File: src/rtl/microondas_pkg.sv
// ---------------------------------------------------------------------------
// microondas_pkg
// Shared definitions for the microwave keypad time-entry block.
//   estado_t    : states of the key debounce FSM.
//   LARGURA_BCD : width of one BCD digit.
//   MAX_DIGITOS : number of digits held by the entry register (MM:SS).
// ---------------------------------------------------------------------------
package microondas_pkg;

    localparam int LARGURA_BCD = 4;
    localparam int MAX_DIGITOS = 4;

    // OCIOSO: no key present; FILTRANDO: loadn low, counting;
    // SEGURANDO: key accepted, waiting for release.
    typedef enum logic [1:0] {
        OCIOSO    = 2'd0,
        FILTRANDO = 2'd1,
        SEGURANDO = 2'd2
    } estado_t;

endpackage

File: src/rtl/filtro_tecla.sv
// ---------------------------------------------------------------------------
// filtro_tecla
// Debounces the keypad encoder strobe. A key is accepted once loadn has been
// low (with trava low) for DEBOUNCE_CICLOS consecutive sampled cycles; after
// that the key is held until loadn returns high, so one press yields exactly
// one accept.
// Ports:
//   clock      : rising-edge clock
//   reset      : synchronous, active-high reset
//   loadn_i    : active-low key-present strobe
//   trava_i    : lock; aborts an ongoing filter and blocks new presses
//   codigo_i   : key code from the encoder
//   aceite_o   : one-cycle accept strobe, valid in the accepting cycle
//   codigo_o   : key code to be captured on the accepting edge
// ---------------------------------------------------------------------------
module filtro_tecla
    import microondas_pkg::*;
#(
    parameter int DEBOUNCE_CICLOS = 4
) (
    input  logic                   clock,
    input  logic                   reset,
    input  logic                   loadn_i,
    input  logic                   trava_i,
    input  logic [LARGURA_BCD-1:0] codigo_i,
    output logic                   aceite_o,
    output logic [LARGURA_BCD-1:0] codigo_o
);

    // Count value held in the cycle in which the last required low sample
    // arrives; reaching it while loadn is still low completes the filter.
    localparam logic [7:0] ULTIMA = 8'(DEBOUNCE_CICLOS - 1);

    estado_t    estado_q, estado_d;
    logic [7:0] contagem_q, contagem_d;

    // The strobe is decoded from the current state and inputs so that the
    // digit register can capture the code on the very edge that completes
    // the filter, giving a pulse exactly DEBOUNCE_CICLOS cycles after loadn
    // falls.
    always_comb begin
        estado_d   = estado_q;
        contagem_d = contagem_q;
        aceite_o   = 1'b0;
        case (estado_q)
            OCIOSO: begin
                if (!loadn_i && !trava_i) begin
                    if (ULTIMA == 8'd0) begin
                        // Single-cycle filter: the first low sample suffices.
                        aceite_o   = 1'b1;
                        estado_d   = SEGURANDO;
                        contagem_d = 8'd0;
                    end else begin
                        estado_d   = FILTRANDO;
                        contagem_d = 8'd1;
                    end
                end
            end
            FILTRANDO: begin
                if (loadn_i || trava_i) begin
                    estado_d   = OCIOSO;
                    contagem_d = 8'd0;
                end else if (contagem_q == ULTIMA) begin
                    aceite_o   = 1'b1;
                    estado_d   = SEGURANDO;
                    contagem_d = 8'd0;
                end else begin
                    contagem_d = contagem_q + 8'd1;
                end
            end
            SEGURANDO: begin
                if (loadn_i) begin
                    estado_d = OCIOSO;
                end
            end
            default: begin
                estado_d   = OCIOSO;
                contagem_d = 8'd0;
            end
        endcase
    end

    // State and filter count registers; reset wins over everything.
    always_ff @(posedge clock) begin
        if (reset) begin
            estado_q   <= OCIOSO;
            contagem_q <= 8'd0;
        end else begin
            estado_q   <= estado_d;
            contagem_q <= contagem_d;
        end
    end

    assign codigo_o = codigo_i;

endmodule

File: src/rtl/registrador_entrada_tempo.sv
// ---------------------------------------------------------------------------
// registrador_entrada_tempo
// Collects up to four BCD digits typed on the keypad into an MM:SS shift
// register. New digits enter at seg_uni and push older ones towards min_dez.
// Seconds are not range-checked here; the timer normalises them.
// Ports:
//   clock         : rising-edge clock
//   reset         : synchronous, active-high reset
//   saida_cod     : key code from the priority encoder (0..9 valid)
//   loadn         : active-low key-present strobe
//   limpar        : synchronous clear of the entered time
//   trava         : lock; keys are ignored while high
//   min_dez..seg_uni : BCD digits of the entered time
//   num_digitos   : number of digits entered (0..4)
//   digito_aceito : one-cycle pulse when a digit is shifted in
//   tempo_zero    : high when all four digits are zero
// ---------------------------------------------------------------------------
module registrador_entrada_tempo
    import microondas_pkg::*;
#(
    parameter int DEBOUNCE_CICLOS = 4
) (
    input  logic                   clock,
    input  logic                   reset,
    input  logic [LARGURA_BCD-1:0] saida_cod,
    input  logic                   loadn,
    input  logic                   limpar,
    input  logic                   trava,
    output logic [LARGURA_BCD-1:0] min_dez,
    output logic [LARGURA_BCD-1:0] min_uni,
    output logic [LARGURA_BCD-1:0] seg_dez,
    output logic [LARGURA_BCD-1:0] seg_uni,
    output logic [2:0]             num_digitos,
    output logic                   digito_aceito,
    output logic                   tempo_zero
);

    localparam int LARGURA_REG = MAX_DIGITOS * LARGURA_BCD;

    logic                   aceite;
    logic [LARGURA_BCD-1:0] codigo;

    logic [LARGURA_REG-1:0] digitos_q, digitos_d;
    logic [2:0]             num_q, num_d;
    logic                   aceito_q, aceito_d;

    filtro_tecla #(
        .DEBOUNCE_CICLOS (DEBOUNCE_CICLOS)
    ) u_filtro (
        .clock    (clock),
        .reset    (reset),
        .loadn_i  (loadn),
        .trava_i  (trava),
        .codigo_i (saida_cod),
        .aceite_o (aceite),
        .codigo_o (codigo)
    );

    // Clear has precedence over an accept in the same cycle. Invalid codes
    // and accepts into a full register are dropped silently; the filter
    // still moves to its hold state so the press is consumed.
    always_comb begin
        digitos_d = digitos_q;
        num_d     = num_q;
        aceito_d  = 1'b0;
        if (limpar) begin
            digitos_d = '0;
            num_d     = 3'd0;
        end else if (aceite && (codigo <= 4'd9) && (num_q < 3'(MAX_DIGITOS))) begin
            digitos_d = {digitos_q[LARGURA_REG-LARGURA_BCD-1:0], codigo};
            num_d     = num_q + 3'd1;
            aceito_d  = 1'b1;
        end
    end

    // Digit, count and pulse registers.
    always_ff @(posedge clock) begin
        if (reset) begin
            digitos_q <= '0;
            num_q     <= 3'd0;
            aceito_q  <= 1'b0;
        end else begin
            digitos_q <= digitos_d;
            num_q     <= num_d;
            aceito_q  <= aceito_d;
        end
    end

    assign min_dez       = digitos_q[15:12];
    assign min_uni       = digitos_q[11:8];
    assign seg_dez       = digitos_q[7:4];
    assign seg_uni       = digitos_q[3:0];
    assign num_digitos   = num_q;
    assign digito_aceito = aceito_q;
    assign tempo_zero    = (digitos_q == '0);

endmodule

File: config.mk
export PLATFORM = sky130hd
export DESIGN_NAME = registrador_entrada_tempo
export DESIGN_NICKNAME = d
export VERILOG_FILES = /design/src/rtl/microondas_pkg.sv /design/src/rtl/filtro_tecla.sv /design/src/rtl/registrador_entrada_tempo.sv
export SDC_FILE = /design/constraint.sdc
export NUM_CORES = 1
export LEC_CHECK = 0
export CAP_MARGIN = 25
export CORE_MARGIN = 2
export CORE_UTILIZATION = 44
export DETAILED_ROUTE_END_ITERATION = 12
export PLACE_DENSITY = 0.75
export SLEW_MARGIN = 20
export SYNTH_ARGS = -nofsm -noshare
export SYNTH_HDL_FRONTEND = slang
export SYNTH_SLANG_ARGS = --single-unit
File: constraint.sdc
create_clock -name clock -period 1.59 [get_ports clock]
set_clock_uncertainty 0.15 [all_clocks]
set_input_delay 0.477 -clock clock [delete_from_list [all_inputs] [get_ports clock]]
set_output_delay 0.477 -clock clock [all_outputs]
set_load 0.005 [all_outputs]
==> results.yml <==
timing:
  setup_ws_ns: -0.394
  tns_ns: -3.60
  rsz0062_at_grt: "true"
  finalCriticalPeriod_ns: 1.98
  drv_slew: 0
  hold_viol: 0
  slew_headroom: 0.599
  finalCritPeriodShare: 1.25
  worstMarginPinSlew_ns: 0.601
  max_freq_ghz: 0.504
  setup_viol: 32
power_and_ir_drop:
  finalPower_mw: 1.34
  power_density_nw_per_um2: 557
  p_leak_nw: 1.08
  peakVddDrop_mv: 0.681
routing:
  first_iter_violations: 79
  vias: 1562
  route.detailed.drc: 0
  routedWlPerCell_um: 19.2
  ant_nets: 0
  vias_per_cell: 5.83
  first_pass_iters: 4
  wl_mm: 5.14
clock_tree:
  hold_buffers: 0
  cts_htree_levels: 2
  worstSkewPairLatency_ns: 0.35
  cts_made_buffers: 5
  clock_sinks: 30
  clockBufferDepth: 2
  clk_pin_slew_ns: 0.10
  cts_root_buf: "clkbuf_4"
  cts_tree: "done"
worst_setup_path:
  arrival_ns: 1.36
  crit_path_end_kind: "primary output"
  cp.required_ns: 0.96
  crit_type: "reg -> out"
  critPathLaunchType: "flop"
  crit_fanout: 2
yosys:
  netlist_top_cells_area: "dfxtp_1 (47%), nand2_1 (12%), a21oi_1 (7.4%), nor2_1 (2.9%), nor4_1 (2.4%)"
  yosys_warnings: 0
  synth_compound_area_frac: 0.150
  synthSimpleGateAreaFrac: 0.310
  synth.most_common_cell: "nand2_1"
  ys_types: 34
  synth_top_cell_by_area: "dfxtp_1"
  yosysSeqAreaShare: 0.466
  synth_edf_count: 0
  synthArstFlopShare: 0
  synth_top_family_by_area: "simple AND/OR/NAND/NOR gates"
  synthCells: 153
  syn-cell-area_um2: 1290
  synth_top_area_frac: 0.466
  synthTopCellsByCount: "nand2_1 (41), dfxtp_1 (30), a21oi_1 (19)"
  synth_nets: 164
  synthMuxAreaShare: 0
  synth_xor_area_frac: 0.0204
  synth_seq_cells: 30
  synthAdderAreaFrac: 0.0194
  syn_avg_cell_area_um2: 8.42
  synth_flop_cell: "dfxtp_1"
global_routing:
  grt_max_degree: 21
  antenna_found_initial: 0
  grt_usage: 0.253
  grt_pass1_wl_mm: 6.50
  overflow: 0
  first_global_vias: 1480
layout:
  seqCellArea_um2: 636
  insertedDiodeCount: 0
  final_nets: 247
  final.fill_count: 114
  multiInputGateArea_um2: 971
  stdcell_count: 268
  area_growth_pct: 86.6
  drive_gt1_frac: 0.734
floorplan:
  die_w_um: 58.1
  pin_count: 30
  fp.coreArea_um2: 2780
  die-area_um2: 3380
  die_h_um: 58.1
  row_count: 19
  initial_core_util: 0.463
placement:
  dp.cells: 244
  hpwl_mm: 2.47
  routabilityCongestion: 0.836
  port_buffers: 29
run_status:
  status: "complete, but fails checks"
  violations: "negative setup slack"
job:
  max_cap_violations: 0
hold_path:
  min_path_type: "in -> reg"
==> worst paths after layout <==
path	start	endpoint	cells after the start	slack (ns)
setup reg to reg	u_filtro.contagem_q[0]	digitos_q[10]	7	-0.18
setup / recovery	digitos_q[6]	tempo_zero	3	-0.39
hold / removal	reset	u_filtro.estado_q[0]	3	0.29
hold reg to reg	u_filtro.estado_q[1]	u_filtro.estado_q[0]	2	0.44
==> cells by family after synthesis <==
| kind of cell | after synthesis |
|---|---|
| AND/OR/NAND/NOR | 79 |
| AO/OA/AOI/OAI | 31 |
| flip-flops | 30 |
| buffers and inverters | 8 |
| XOR/XNOR | 3 |
| adder cells (fa/ha/maj) | 2 |
==> state kept, by name (all words and copies together) (netlist names) <==
name and count:
digitos_q 16, u_filtro.estado_q 2, digito_aceito 1, num_digitos 3, u_filtro.contagem_q 8
==> layer usage <==
layer / part of all wire / global-route usage
met4: 0.048 / 0.116
met3: 0.044 / 0.0848
met1: 0.38 / 0.281
met2: 0.53 / 0.433
met5: 0 / 0
==> what timing repair did <==
| item | in CTS | in global routing |
|---|---|---|
| endpoints found under the setup margin | 48 | 31 |
| cloned | 4 | 0 |
| pin swaps | 23 | 33 |
| resized for setup | 138 | 72 |
| setup buffers | 10 | 3 |
==> layout make-up <==
| class | instances | share of cell area |
|---|---|---|
| multi-input cells | 115 | 0.404 |
| repair buffers | 82 | 0.288 |
| flip-flops and latches | 30 | 0.264 |
| clock buffers | 7 | 0.0229 |
| well taps | 31 | 0.0161 |
| inverters | 2 | 0.00312 |
| clock inverters | 1 | 0.00208 |
==> report_power, final <==
part / switching, mW / internal [mW] / total, mW
sequential: 0.00232 / 0.748 / 0.751
clock: 0.284 / 0.214 / 0.498
combinational: 0.0499 / 0.0407 / 0.0906
==> placed cells by master (no fill, tap or decap), types with 4 or more instances in the layout <==
cell,instances
a21oi_2,17
buf_4,36
clkdlybuf4s50_1,4
clkbuf_4,5
buf_6,20
nand2_2,21
nand2_4,11
nand2_1,9
nor2_1,8
dfxtp_2,19
buf_2,12
dfxtp_1,8
dlygate4sd2_1,7
==> critical path: stages, from the launching register on <==
cell and delay (ns):
dfxtp_2 0.36, nor4_4 0.29, and4_1 0.23, buf_2 0.13
==> metrics by stage <==
step / hold slack, ns / worst slack (ns) / util / cell area, µm²
2_1_floorplan: 0.311 / -0.118 / - / 1330
3_3_place_gp: 0.318 / -0.653 / 0.676 / 1880
3_5_place_dp: 0.343 / -0.713 / 0.676 / 1880
4_1_cts: 0.361 / -0.313 / 0.763 / 2120
5_1_grt: 0.292 / -0.411 / 0.865 / 2400
6_report: 0.295 / -0.394 / 0.865 / 2400
(Power assumes the default switching activity.)
